===== config.mk =====
export PLATFORM = sky130hd
export DESIGN_NAME = trap_sequencer
export DESIGN_NICKNAME = d
export VERILOG_FILES = /design/src/rtl/trap_pkg.sv /design/src/rtl/trap_cause_encoder.sv /design/src/rtl/trap_sequencer.sv
export SDC_FILE = /design/constraint.sdc
export NUM_CORES = 1
export LEC_CHECK = 0
export CAP_MARGIN = 40
export CORE_AREA = 3 3 351 353
export DETAILED_ROUTE_END_ITERATION = 16
export DIE_AREA = 0 0 354 356
export GPL_ROUTABILITY_DRIVEN = 0
export SYNTH_ARGS = -nofsm -noshare
export SYNTH_HDL_FRONTEND = slang
export SYNTH_HIERARCHICAL = 1
export SYNTH_SLANG_ARGS = --single-unit

===== constraint.sdc =====
create_clock -name clk -period 4.16 [get_ports clk]
set_input_delay 0.832 -clock clk [delete_from_list [all_inputs] [get_ports clk]]
set_output_delay 0.832 -clock clk [all_outputs]
set_load 0.05 [all_outputs]

===== src/rtl/trap_pkg.sv =====
// trap_pkg -- shared definitions for the trap sequencer.
//
// Contents: privilege-level codes, return-type codes, cause constants and
// priority orders, the sequencer FSM state enum, the latched-action enum,
// mstatus bit positions, the mstatus reset value / write mask, and a helper
// that legalizes a software mstatus write.
package trap_pkg;

  localparam int XLEN_LEGAL = 64;

  // Privilege levels
  localparam logic [1:0] PRIV_U = 2'b00;
  localparam logic [1:0] PRIV_S = 2'b01;
  localparam logic [1:0] PRIV_M = 2'b11;

  // ret_type encodings (2'b10 is reserved and behaves as "no return")
  localparam logic [1:0] RET_SRET = 2'b01;
  localparam logic [1:0] RET_MRET = 2'b11;

  // Cause used when an xRET is not permitted at the current privilege
  localparam logic [3:0] CAUSE_ILLEGAL_INST = 4'd2;

  // Interrupt priority, highest first: MEI, MSI, MTI, SEI, SSI, STI
  localparam int INTR_PRIO_N = 6;
  localparam logic [3:0] INTR_PRIO [INTR_PRIO_N] = '{4'd11, 4'd3, 4'd7, 4'd9, 4'd1, 4'd5};

  // Synchronous exception priority, highest first (causes 10 and 14 never taken)
  localparam int EXC_PRIO_N = 14;
  localparam logic [3:0] EXC_PRIO [EXC_PRIO_N] = '{4'd3, 4'd12, 4'd1, 4'd2, 4'd0, 4'd8, 4'd9,
                                                   4'd11, 4'd4, 4'd6, 4'd5, 4'd7, 4'd13, 4'd15};

  // Sequencer FSM
  typedef enum logic [1:0] {
    ST_IDLE     = 2'b00,
    ST_SAVE     = 2'b01,
    ST_REDIRECT = 2'b10
  } trap_state_e;

  // Action captured at accept and applied during SAVE
  typedef enum logic [1:0] {
    ACT_TRAP_M = 2'b00,
    ACT_TRAP_S = 2'b01,
    ACT_MRET   = 2'b10,
    ACT_SRET   = 2'b11
  } trap_act_e;

  // mstatus bit positions
  localparam int MS_SIE    = 1;
  localparam int MS_MIE    = 3;
  localparam int MS_SPIE   = 5;
  localparam int MS_MPIE   = 7;
  localparam int MS_SPP    = 8;
  localparam int MS_MPP_LO = 11;
  localparam int MS_MPP_HI = 12;
  localparam int MS_UXL_LO = 32;
  localparam int MS_SXL_LO = 34;

  // UXL = SXL = 2'b10 (64-bit); these are the only non-zero read-only bits
  localparam logic [63:0] MSTATUS_RESET = 64'(2) << MS_UXL_LO | 64'(2) << MS_SXL_LO;

  // SIE, MIE, SPIE, MPIE, SPP, MPP
  localparam logic [63:0] MSTATUS_WMASK = 64'h0000_0000_0000_19AA;

  // Software write: keep only writable fields, force XLs, and map the
  // reserved MPP encoding 2'b10 onto U.
  function automatic logic [63:0] mstatus_legalize(input logic [63:0] wdata);
    logic [63:0] r;
    r = (wdata & MSTATUS_WMASK) | MSTATUS_RESET;
    if (wdata[MS_MPP_HI:MS_MPP_LO] == 2'b10) begin
      r[MS_MPP_HI:MS_MPP_LO] = PRIV_U;
    end
    return r;
  endfunction

endpackage


===== src/rtl/trap_cause_encoder.sv =====
// trap_cause_encoder -- combinational selection of the trap cause.
//
// Gates each pending interrupt by the current privilege and the global
// enables (routing it to S when delegated below M), then priority-encodes
// the takeable interrupts and the raised exceptions independently.
//
// Ports:
//   exc_vec    in  16  raised exception causes
//   intr_vec   in  12  pending-and-enabled interrupts
//   mideleg    in  12  interrupt delegation mask
//   priv       in   2  current privilege
//   mie, sie   in   1  mstatus global interrupt enables
//   intr_take  out  1  some interrupt is takeable
//   intr_cause out  4  highest-priority takeable interrupt
//   intr_to_s  out  1  that interrupt is delegated to S
//   exc_take   out  1  some prioritized exception is raised
//   exc_cause  out  4  highest-priority exception
module trap_cause_encoder
  import trap_pkg::*;
(
  input  logic [15:0] exc_vec,
  input  logic [11:0] intr_vec,
  input  logic [11:0] mideleg,
  input  logic [1:0]  priv,
  input  logic        mie,
  input  logic        sie,
  output logic        intr_take,
  output logic [3:0]  intr_cause,
  output logic        intr_to_s,
  output logic        exc_take,
  output logic [3:0]  exc_cause
);

  logic [11:0] deleg_i;
  logic [11:0] takeable_i;

  // Delegation only applies below M; a delegated interrupt is governed by
  // the S-mode enable, everything else by the M-mode rule.
  always_comb begin
    deleg_i = (priv != PRIV_M) ? mideleg : 12'd0;
    for (int n = 0; n < 12; n++) begin
      if (deleg_i[n]) begin
        takeable_i[n] = intr_vec[n] & ((priv == PRIV_U) | ((priv == PRIV_S) & sie));
      end else begin
        takeable_i[n] = intr_vec[n] & ((priv != PRIV_M) | mie);
      end
    end
  end

  // Walk from lowest to highest priority so the highest one wins.
  always_comb begin
    intr_take  = 1'b0;
    intr_cause = 4'd0;
    for (int i = INTR_PRIO_N - 1; i >= 0; i--) begin
      if (takeable_i[INTR_PRIO[i]]) begin
        intr_take  = 1'b1;
        intr_cause = INTR_PRIO[i];
      end
    end
    intr_to_s = intr_take & deleg_i[intr_cause];
  end

  always_comb begin
    exc_take  = 1'b0;
    exc_cause = 4'd0;
    for (int i = EXC_PRIO_N - 1; i >= 0; i--) begin
      if (exc_vec[EXC_PRIO[i]]) begin
        exc_take  = 1'b1;
        exc_cause = EXC_PRIO[i];
      end
    end
  end

endmodule


===== src/rtl/trap_sequencer.sv =====
// trap_sequencer -- trap entry / xRET sequencer owning the M/S trap CSRs.
//
// Accepts a trap/return event in IDLE, captures the decision (SAVE), applies
// the CSR and privilege update, then holds a PC redirect until fetch takes it.
//   IDLE --accept--> SAVE --CSR update--> REDIRECT --redirect_ready--> IDLE
//
// Build option: define TRAP_SEQ_VECTORED_EN to enable vectored interrupt
// dispatch (tvec[1:0]==01 -> base + 4*cause). Without it the low two tvec
// bits are ignored and every trap goes to the aligned base.
//
// Ports:
//   clk, rst_n                  clock, asynchronous active-low reset
//   req_valid / req_ready       event handshake (ready only in IDLE)
//   exc_vec, intr_vec, ret_type event description from the committing inst
//   inst_pc, exc_tval           faulting PC and trap value
//   medeleg, mideleg            delegation masks
//   mtvec, stvec                trap vector bases
//   mstatus_wen, mstatus_wdata  software mstatus write (IDLE only)
//   redirect_valid/ready/target PC redirect to fetch
//   priv_mode                   current privilege
//   mstatus, mepc, mcause, mtval, sepc, scause, stval  owned CSRs
module trap_sequencer
  import trap_pkg::*;
#(
  parameter int XLEN = 64
) (
  input  logic            clk,
  input  logic            rst_n,
  input  logic            req_valid,
  output logic            req_ready,
  input  logic [15:0]     exc_vec,
  input  logic [11:0]     intr_vec,
  input  logic [1:0]      ret_type,
  input  logic [XLEN-1:0] inst_pc,
  input  logic [XLEN-1:0] exc_tval,
  input  logic [15:0]     medeleg,
  input  logic [11:0]     mideleg,
  input  logic [XLEN-1:0] mtvec,
  input  logic [XLEN-1:0] stvec,
  input  logic            mstatus_wen,
  input  logic [XLEN-1:0] mstatus_wdata,
  input  logic            redirect_ready,
  output logic            redirect_valid,
  output logic [XLEN-1:0] redirect_target,
  output logic [1:0]      priv_mode,
  output logic [XLEN-1:0] mstatus,
  output logic [XLEN-1:0] mepc,
  output logic [XLEN-1:0] mcause,
  output logic [XLEN-1:0] mtval,
  output logic [XLEN-1:0] sepc,
  output logic [XLEN-1:0] scause,
  output logic [XLEN-1:0] stval
);

  if (XLEN != XLEN_LEGAL) begin : g_xlen_check
    $error("trap_sequencer: XLEN must be 64");
  end

  // Architectural / control state
  trap_state_e     state_q, state_d;
  logic            req_ready_q, req_ready_d;
  logic            redirect_valid_q, redirect_valid_d;
  logic [XLEN-1:0] redirect_target_q, redirect_target_d;
  logic [1:0]      priv_q, priv_d;
  logic [XLEN-1:0] mstatus_q, mstatus_d;
  logic [XLEN-1:0] mepc_q, mepc_d;
  logic [XLEN-1:0] mcause_q, mcause_d;
  logic [XLEN-1:0] mtval_q, mtval_d;
  logic [XLEN-1:0] sepc_q, sepc_d;
  logic [XLEN-1:0] scause_q, scause_d;
  logic [XLEN-1:0] stval_q, stval_d;

  // Decision captured at accept, consumed in SAVE
  trap_act_e       act_kind_q, act_kind_d;
  logic [3:0]      act_cause_q, act_cause_d;
  logic            act_intr_q, act_intr_d;
  logic [XLEN-1:0] act_pc_q, act_pc_d;
  logic [XLEN-1:0] act_tval_q, act_tval_d;

  // Cause selection
  logic       intr_take, intr_to_s, exc_take;
  logic [3:0] intr_cause, exc_cause;

  trap_cause_encoder u_cause_enc (
    .exc_vec    (exc_vec),
    .intr_vec   (intr_vec),
    .mideleg    (mideleg),
    .priv       (priv_q),
    .mie        (mstatus_q[MS_MIE]),
    .sie        (mstatus_q[MS_SIE]),
    .intr_take  (intr_take),
    .intr_cause (intr_cause),
    .intr_to_s  (intr_to_s),
    .exc_take   (exc_take),
    .exc_cause  (exc_cause)
  );

  // Accept-time decode of the incoming event
  logic            is_mret, is_sret, ret_illegal, below_m;
  logic            acc_event, acc_intr;
  trap_act_e       acc_kind;
  logic [3:0]      acc_cause;
  logic [XLEN-1:0] acc_tval, acc_tvec, acc_target;
  logic            handshake;

  assign handshake = req_valid & req_ready_q;

  always_comb begin
    below_m     = (priv_q != PRIV_M);
    is_mret     = (ret_type == RET_MRET);
    is_sret     = (ret_type == RET_SRET);
    ret_illegal = (is_mret & below_m) | (is_sret & (priv_q == PRIV_U));

    acc_event = 1'b1;
    acc_intr  = 1'b0;
    acc_kind  = ACT_TRAP_M;
    acc_cause = 4'd0;
    acc_tval  = '0;
    if (intr_take) begin
      acc_intr  = 1'b1;
      acc_cause = intr_cause;
      acc_kind  = intr_to_s ? ACT_TRAP_S : ACT_TRAP_M;
    end else if (exc_take) begin
      acc_cause = exc_cause;
      acc_tval  = exc_tval;
      acc_kind  = (below_m & medeleg[exc_cause]) ? ACT_TRAP_S : ACT_TRAP_M;
    end else if (ret_illegal) begin
      // Disallowed xRET becomes an illegal-instruction trap with tval 0
      acc_cause = CAUSE_ILLEGAL_INST;
      acc_kind  = (below_m & medeleg[CAUSE_ILLEGAL_INST]) ? ACT_TRAP_S : ACT_TRAP_M;
    end else if (is_mret) begin
      acc_kind = ACT_MRET;
    end else if (is_sret) begin
      acc_kind = ACT_SRET;
    end else begin
      acc_event = 1'b0;
    end
  end

  // Redirect target
  always_comb begin
    acc_tvec   = (acc_kind == ACT_TRAP_S) ? stvec : mtvec;
    acc_target = {acc_tvec[XLEN-1:2], 2'b00};
`ifdef TRAP_SEQ_VECTORED_EN
    if (acc_intr && (acc_tvec[1:0] == 2'b01)) begin
      acc_target = acc_target + {{(XLEN-6){1'b0}}, acc_cause, 2'b00};
    end
`endif
    if (acc_kind == ACT_MRET) begin
      acc_target = mepc_q;
    end else if (acc_kind == ACT_SRET) begin
      acc_target = sepc_q;
    end
  end

`ifndef TRAP_SEQ_VECTORED_EN
  // Mode bits are ignored in the non-vectored build
  logic unused_tvec_mode;
  assign unused_tvec_mode = ^{mtvec[1:0], stvec[1:0]};
`endif

  // Next-state logic
  always_comb begin
    state_d           = state_q;
    req_ready_d       = req_ready_q;
    redirect_valid_d  = redirect_valid_q;
    redirect_target_d = redirect_target_q;
    priv_d            = priv_q;
    mstatus_d         = mstatus_q;
    mepc_d            = mepc_q;
    mcause_d          = mcause_q;
    mtval_d           = mtval_q;
    sepc_d            = sepc_q;
    scause_d          = scause_q;
    stval_d           = stval_q;
    act_kind_d        = act_kind_q;
    act_cause_d       = act_cause_q;
    act_intr_d        = act_intr_q;
    act_pc_d          = act_pc_q;
    act_tval_d        = act_tval_q;

    case (state_q)
      ST_IDLE: begin
        if (handshake) begin
          // A handshake with nothing to take leaves everything untouched,
          // including any concurrent mstatus write.
          if (acc_event) begin
            state_d           = ST_SAVE;
            req_ready_d       = 1'b0;
            act_kind_d        = acc_kind;
            act_cause_d       = acc_cause;
            act_intr_d        = acc_intr;
            act_pc_d          = inst_pc;
            act_tval_d        = acc_tval;
            redirect_target_d = acc_target;
          end
        end else if (mstatus_wen) begin
          mstatus_d = mstatus_legalize(mstatus_wdata);
        end
      end

      ST_SAVE: begin
        state_d          = ST_REDIRECT;
        redirect_valid_d = 1'b1;
        case (act_kind_q)
          ACT_TRAP_M: begin
            mcause_d                       = {act_intr_q, {(XLEN-5){1'b0}}, act_cause_q};
            mepc_d                         = act_pc_q;
            mtval_d                        = act_tval_q;
            mstatus_d[MS_MPP_HI:MS_MPP_LO] = priv_q;
            mstatus_d[MS_MPIE]             = mstatus_q[MS_MIE];
            mstatus_d[MS_MIE]              = 1'b0;
            priv_d                         = PRIV_M;
          end
          ACT_TRAP_S: begin
            scause_d            = {act_intr_q, {(XLEN-5){1'b0}}, act_cause_q};
            sepc_d              = act_pc_q;
            stval_d             = act_tval_q;
            mstatus_d[MS_SPP]   = priv_q[0];
            mstatus_d[MS_SPIE]  = mstatus_q[MS_SIE];
            mstatus_d[MS_SIE]   = 1'b0;
            priv_d              = PRIV_S;
          end
          ACT_MRET: begin
            priv_d                         = mstatus_q[MS_MPP_HI:MS_MPP_LO];
            mstatus_d[MS_MIE]              = mstatus_q[MS_MPIE];
            mstatus_d[MS_MPIE]             = 1'b1;
            mstatus_d[MS_MPP_HI:MS_MPP_LO] = PRIV_U;
          end
          default: begin // ACT_SRET
            priv_d             = {1'b0, mstatus_q[MS_SPP]};
            mstatus_d[MS_SIE]  = mstatus_q[MS_SPIE];
            mstatus_d[MS_SPIE] = 1'b1;
            mstatus_d[MS_SPP]  = 1'b0;
          end
        endcase
      end

      ST_REDIRECT: begin
        if (redirect_ready) begin
          state_d          = ST_IDLE;
          redirect_valid_d = 1'b0;
          req_ready_d      = 1'b1;
        end
      end

      default: begin
        state_d          = ST_IDLE;
        redirect_valid_d = 1'b0;
        req_ready_d      = 1'b1;
      end
    endcase
  end

  // State registers; reset discards any in-flight event
  always_ff @(posedge clk or negedge rst_n) begin
    if (!rst_n) begin
      state_q           <= ST_IDLE;
      req_ready_q       <= 1'b1;
      redirect_valid_q  <= 1'b0;
      redirect_target_q <= '0;
      priv_q            <= PRIV_M;
      mstatus_q         <= MSTATUS_RESET;
      mepc_q            <= '0;
      mcause_q          <= '0;
      mtval_q           <= '0;
      sepc_q            <= '0;
      scause_q          <= '0;
      stval_q           <= '0;
      act_kind_q        <= ACT_TRAP_M;
      act_cause_q       <= 4'd0;
      act_intr_q        <= 1'b0;
      act_pc_q          <= '0;
      act_tval_q        <= '0;
    end else begin
      state_q           <= state_d;
      req_ready_q       <= req_ready_d;
      redirect_valid_q  <= redirect_valid_d;
      redirect_target_q <= redirect_target_d;
      priv_q            <= priv_d;
      mstatus_q         <= mstatus_d;
      mepc_q            <= mepc_d;
      mcause_q          <= mcause_d;
      mtval_q           <= mtval_d;
      sepc_q            <= sepc_d;
      scause_q          <= scause_d;
      stval_q           <= stval_d;
      act_kind_q        <= act_kind_d;
      act_cause_q       <= act_cause_d;
      act_intr_q        <= act_intr_d;
      act_pc_q          <= act_pc_d;
      act_tval_q        <= act_tval_d;
    end
  end

  assign req_ready       = req_ready_q;
  assign redirect_valid  = redirect_valid_q;
  assign redirect_target = redirect_target_q;
  assign priv_mode       = priv_q;
  assign mstatus         = mstatus_q;
  assign mepc            = mepc_q;
  assign mcause          = mcause_q;
  assign mtval           = mtval_q;
  assign sepc            = sepc_q;
  assign scause          = scause_q;
  assign stval           = stval_q;

endmodule

==> flow_summary.ini, run 1 <==
[timing]
worst_pin_slew_ns = 0.891
slew_headroom = 0.406
setup_violations = 0
fmax_ghz = 0.257
hold_violations = 0
setup_tns_ns = 0
fin_crit_ns = 3.89
grt_setup_unrepaired = false
fin_crit_sh = 0.936
report.final.slew_viol_count = 0
clock_skew_ns = 0.0404

[finish]
nets = 2944
area_growth_pct = 51.2
seq_area_um2 = 12000
multi_input_comb_area_um2 = 7900
final_core_util = 0.264
fin_cells = 4231
fillCellCount = 12700
drive_gt1_frac = 0.191

[clock_tree]
cts_tree = yes
h-tree-depth = 2
hold_buffers = 0
clock_latency_ns = 0.67
clock_path_buffers = 3
postCtsSetupBuffers = 0
cts.sinks = 478
root_buffer = clkbuf_16
clkTransAtPathRegs_ns = 0.06
cts_made_buffers = 58
cts_resized = 0

[setup_path]
crit_path_start_kind = flip-flop
path_max_fanout = 17
cp-end-kind = flip-flop
path_common_cell = buf_4
criticalPathCategory = reg2reg
required_ns = 4.69
slowest_delay_ns = 0.73
crit_slowest_cell = dfstp_2
arrival_ns = 4.42
crit_path_cell_trace = nor3b_4 -> nand2_1 -> a32oi_2 -> buf_4 -> a41oi_1 -> nor3b_2 -> a22o_1 -> a21boi_0 -> and3_4 -> buf_12 -> buf_4 -> mux2i_1 -> o21ai_0

[synthesis]
synth_seq_cells = 478
syn_area_per_cell_um2 = 11.3
synth_top_flop_cell = dfrtp_1
async_reset_ff_frac = 1.00
synth.cell_area_um2 = 21000
synth_edf_count = 0
netlist_instances = 1861
ys_seq_area_frac = 0.570
yosysWarnings = 6
ys_types = 59

[global_routing]
grt_util_all_layers = 0.140
grt_max_degree = 97
grt_pass1_vias = 16900
gr-total-overflow = 0
grt_pass1_wl_um = 128000
antenna_found_initial = 36

[die]
die_x_um = 354
row_count = 127
coreArea_um2 = 120000
start_util = 0.175
io-pin-count = 899
die_h_um = 356
dieArea_um2 = 126000

[detailed_routing]
viasPerCell = 3.99
drt_iter0_markers = 939
routed_wl_um = 91800
post-route-drc-count = 0
post_drt_wl_per_cell_um = 21.7
vias = 16900
ant_nets = 0
firstDrtPassIters = 5

[power_and_ir_drop]
ir_drop_uv = 534
p_leak_nw = 13.7
p_total_w = 0.0243
p_per_area_nw_per_um2 = 766

[placed_design]
dp_hpwl_um = 70500
place_inst = 4113
port_buffers = 648

[run_status]
outcome = finished clean

[hold_path]
hp-class = in2async

[flow_run]
drv_cap = 0
[worst max-delay path, delay by kind of cell, from the launching register on]
kind | cells | cell delay, ns
buffers and inverters | 3 | 0.54
and+or+nand+nor | 4 | 1.04
AOI/OAI and AO/OA | 5 | 1.11
muxes | 1 | 0.30
DFF | 1 | 0.73
[power breakdown]
part	switching (W)	internal, W
registers	0.00123	0.00623
logic	0.00751	0.00403
clock network	0.00218	0.00313
total	0.0109	0.0134
[final timing paths]
check	slack [ns]	start	to	depth (start not counted)
hold reg to reg	0.49	act_pc_q[41]	act_pc_q[41]	2
max in group asynchronous	2.86	rst_n	sepc[29]	3
min in group clk	0.49	act_pc_q[41]	act_pc_q[41]	2
hold / removal	0.26	rst_n	act_tval_q[34]	1
setup reg to reg	0.27	priv_mode[0]	redirect_target[0]	13
setup / recovery	0.27	priv_mode[0]	redirect_target[0]	13
[state kept, by name, indices dropped and copies added, names as in the netlist, 4 cells and up]
register and flops:
act_tval_q 64, act_cause_q 4, redirect_target 64, sepc 64, act_pc_q 64, mtval 64, mepc 64, scause 5
mstatus 7, mcause 5, stval 64
[synthesized netlist by cell type, drive strengths merged, types with 3 or more instances]
library cell | instances | area (um2)
a21oi | 76 | 384
a221oi | 61 | 534
a22oi | 4 | 30.0
a31oi | 4 | 25.0
a32oi | 3 | 41.3
and2 | 4 | 31.3
and3 | 5 | 31.3
buf | 193 | 1420
clkbuf | 100 | 375
dfrtp | 475 | 11900
dfstp | 3 | 78.8
inv | 7 | 26.3
mux2 | 268 | 3020
mux2i | 9 | 90.1
nand2 | 350 | 1310
nand2b | 7 | 43.8
nand3 | 5 | 25.0
nor2 | 25 | 93.8
nor2b | 11 | 68.8
nor3 | 10 | 50.1
nor3b | 3 | 38.8
o21ai | 141 | 706
o22ai | 62 | 388
or4 | 3 | 26.3
[layer usage]
metal  vias to the layer above  routed length [um]  share of wire  global-route usage
met5                         -                 104         0.0011                   0
met4                        16                2580          0.028              0.0419
met3                       139                9820           0.11              0.0614
met2                       744               42800           0.47               0.225
met1                      8397               36500           0.40               0.168
li1                       7587                   -              -                   -
[cell usage in the layout (no fill, tap or decap), types with 3 or more instances in the layout]
master,count
nand2_1,350
o21ai_1,4
clkbuf_1,14
clkinvlp_4,4
conb_1,175
a21oi_1,75
dfstp_2,3
bufinv_16,5
clkinv_4,3
inv_1,6
clkbuf_16,60
nor2b_1,9
clkinv_2,10
buf_4,73
diode_2,9
mux2_2,267
a31oi_1,4
mux2i_1,9
nor3_1,9
buf_8,4
dfrtp_1,475
buf_12,35
and2_2,3
clkdlybuf4s50_1,647
and3_1,4
nand3_1,5
o21ai_0,137
nand2b_1,7
clkbuf_8,9
o22ai_1,62
inv_6,3
nor2_1,24
a22oi_1,4
a221oi_1,61
[layout make-up]
class,instances,area share
Timing Repair Buffer,760,0.246
Sequential cell,478,0.377
Multi-Input combinational cell,1256,0.249
Clock inverter,26,0.00993
Tap cell,1612,0.0635
Clock buffer,83,0.0529
Antenna cell,9,0.000710
Inverter,7,0.000985
[metrics by stage]
| step | area [um2] | hold slack [ns] | worst slack, ns |
|---|---|---|---|
| 4_1_cts | 31700 | 0.230 | 0.330 |
| 3_5_place_dp | 29700 | 0.481 | -0.251 |
| 2_1_floorplan | 21600 | 0.457 | 0.593 |
| 3_3_place_gp | 29700 | 0.470 | -0.255 |
| 6_report | 31700 | 0.260 | 0.268 |
| 5_1_grt | 31700 | 0.262 | 0.0962 |
[logic make-up (layout without fill, tap and decap cells)]
group           after synthesis  after routing  synth area share
mux                         279            279             0.150
simple gates                431            431            0.0845
flops                       478            478             0.570
other cells                   2            184          0.000358
compound gates              370            370             0.108
buf+inv                     300            876            0.0866
fa+ha+maj                     1              1          0.000477
Power figures use the tool's default switching activity.
==> run 2, diff against run 1 <==
--- a/config.mk
+++ b/config.mk
@@ -6,9 +6,9 @@
 export NUM_CORES = 1
 export LEC_CHECK = 0
 export CAP_MARGIN = 40
-export CORE_AREA = 3 3 351 353
+export CORE_AREA = 3 3 349 351
 export DETAILED_ROUTE_END_ITERATION = 16
-export DIE_AREA = 0 0 354 356
+export DIE_AREA = 0 0 352 354
 export GPL_ROUTABILITY_DRIVEN = 0
 export SYNTH_ARGS = -nofsm -noshare
 export SYNTH_HDL_FRONTEND = slang
==> run 2 against run 1 <==
Effect of this change:
- flip-flop and latch count stayed put
- clock power is 5.5% lower
- final area is 1.0% lower
- setup slack better by 0.047 ns
- via count is 0.96% lower
- sequential share of layout area is 0.40 points higher
- power is 2.3% lower
- global-route usage is 0.69 points lower
- register-to-register slack better by 0.08 ns
==> flow_summary.ini, run 2 (synthesized netlist as in run 1, its figures left out) <==
[run_status]
outcome = finished clean

[detailed_routing]
post_drt_wl_per_cell_um = 20.4
vias = 16700
drt_iter0_markers = 875
routed_wl_um = 86200
ant_nets = 0
viasPerCell = 3.96
firstDrtPassIters = 5
post-route-drc-count = 0

[power_and_ir_drop]
p_total_w = 0.0237
ir_drop_uv = 506
clkPwrFrac = 0.211
swShare = 0.449
seq_power_share = 0.313
power.switching_w = 0.0107
p_leak_nw = 13.6
p_per_area_nw_per_um2 = 756
p_int_w = 0.0131
pwr-share-comb = 0.476

[setup_path]
slowest_delay_ns = 0.51
path_max_fanout = 23
crit_slowest_cell = mux4_2
cp_num_buf_inv = 7
cp-end-kind = flip-flop
arrival_ns = 4.35
required_ns = 4.67
criticalPathCategory = in2reg
path_common_cell = buf_4
crit_path_start_kind = input port
crit_family = buffers and inverters
crit_path_cell_trace = clkdlybuf4s50_1 -> buf_4 -> nor3_1 -> buf_4 -> nor3_1 -> nor4_1 -> nor2_1 -> o21ai_0 -> buf_4 -> mux4_2 -> nand2b_1 -> nand3_1 -> buf_4 -> o211ai_1 -> buf_12 -> buf_12 -> a221oi_1 -> a21oi_1

[timing]
grt_setup_unrepaired = false
clock_skew_ns = 0.0328
worst_pin_slew_ns = 0.925
setup_violations = 0
setup_tns_ns = 0
slew_headroom = 0.383
timing.final.ws_setup_ns = 0.315
fin_crit_ns = 3.85
hold_violations = 0
fmax_ghz = 0.260
report.final.slew_viol_count = 0
fin_crit_sh = 0.924

[placed_design]
place_area_um2 = 29500
port_buffers = 648
dp_slack_ns = -0.292
dp_hpwl_um = 64800

[finish]
seq_area_um2 = 12000
final_cell_mix = 647 x clkdlybuf4s50_1, 475 x dfrtp_1, 350 x nand2_1
drive_gt1_frac = 0.186
fin_area_um2 = 31400
multi_input_comb_area_um2 = 7900
nets = 2935
fillCellCount = 12500
area_growth_pct = 49.6
layout_commonest_cell = clkdlybuf4s50_1

[clock_tree]
cts.sinks = 478
root_buffer = clkbuf_16
clock_path_buffers = 3
postCtsSetupBuffers = 0
clkTransAtPathRegs_ns = 0.06
cts_resized = 0
clock_latency_ns = 0.64
hold_buffers = 0
h-tree-depth = 2
cts_tree = yes
cts_made_buffers = 57

[die]
die_h_um = 354
io-pin-count = 899
die_x_um = 352
start_util = 0.176
row_count = 127
coreArea_um2 = 119000
dieArea_um2 = 125000

[flow_run]
drv_cap = 0

[global_routing]
grt_max_degree = 100
grt_pass1_wl_um = 123000
antenna_found_initial = 30
grt_pass1_vias = 16700
gr-total-overflow = 0
grt_util_all_layers = 0.133

[hold_path]
hp-class = in2async
==> run 2: changes by cell type in the layout (fill, tap and decap cells not counted), sizes merged <==
cell / before / now
inv: 10 / 9
buf: 113 / 105
clkbuf: 83 / 87
diode: 9 / 14
clkinv: 14 / 10
bufinv: 5 / 2
clkinvlp: 4 / 2
==> run 2: final timing paths <==
kind | startpoint | endpoint | slack, ns | cells after the start
max reg2reg | priv_mode[0] | redirect_target[5] | 0.35 | 11
min | rst_n | mtval[26] | 0.29 | 1
max in group asynchronous | rst_n | stval[39] | 2.87 | 2
min reg2reg | redirect_target[0] | redirect_target[0] | 0.49 | 2
max | exc_vec[4] | redirect_target[59] | 0.31 | 18
min in group clk | redirect_target[0] | redirect_target[0] | 0.49 | 2
==> run 2: power by group through the flow <==
| stage | logic [W] | clock network (W) | registers, W |
|---|---|---|---|
| after global placement | 0.0113 | 0 | 0.00749 |
| after global routing | 0.0119 | 0.00536 | 0.00767 |
| after detailed placement | 0.0114 | 0 | 0.00751 |
| after CTS | 0.0114 | 0.00518 | 0.00746 |
| after floorplan | 0.00335 | 0 | 0.0109 |
| final | 0.0113 | 0.00501 | 0.00744 |
==> run 2: area by class of cell <==
| class | count | area share |
|---|---|---|
| clock inverters | 16 | 0.00454 |
| multi-input cells | 1256 | 0.252 |
| flip-flops and latches | 478 | 0.381 |
| diodes | 14 | 0.00112 |
| inverters | 7 | 0.000996 |
| well taps | 1612 | 0.0642 |
| repair buffers | 752 | 0.242 |
| clock buffers | 87 | 0.0545 |
==> run 2: through the flow <==
| stage | utilization | hold slack [ns] | std cells |
|---|---|---|---|
| after floorplan | - | 0.457 | 2034 |
| after global placement | 0.247 | 0.470 | 4102 |
| after detailed placement | 0.247 | 0.479 | 4105 |
| after CTS | 0.263 | 0.270 | 4208 |
| after global routing | 0.263 | 0.320 | 4215 |
| final | 0.263 | 0.287 | 4222 |
==> run 2: routing by layer <==
layer / track usage / vias to the layer above / wire length, um / share of wire
li1: - / 7559 / - / -
met1: 0.163 / 8276 / 35400 / 0.41
met2: 0.207 / 725 / 39700 / 0.46
met3: 0.0554 / 145 / 8600 / 0.10
met4: 0.0497 / 16 / 2360 / 0.027
met5: 0 / - / 113 / 0.0013
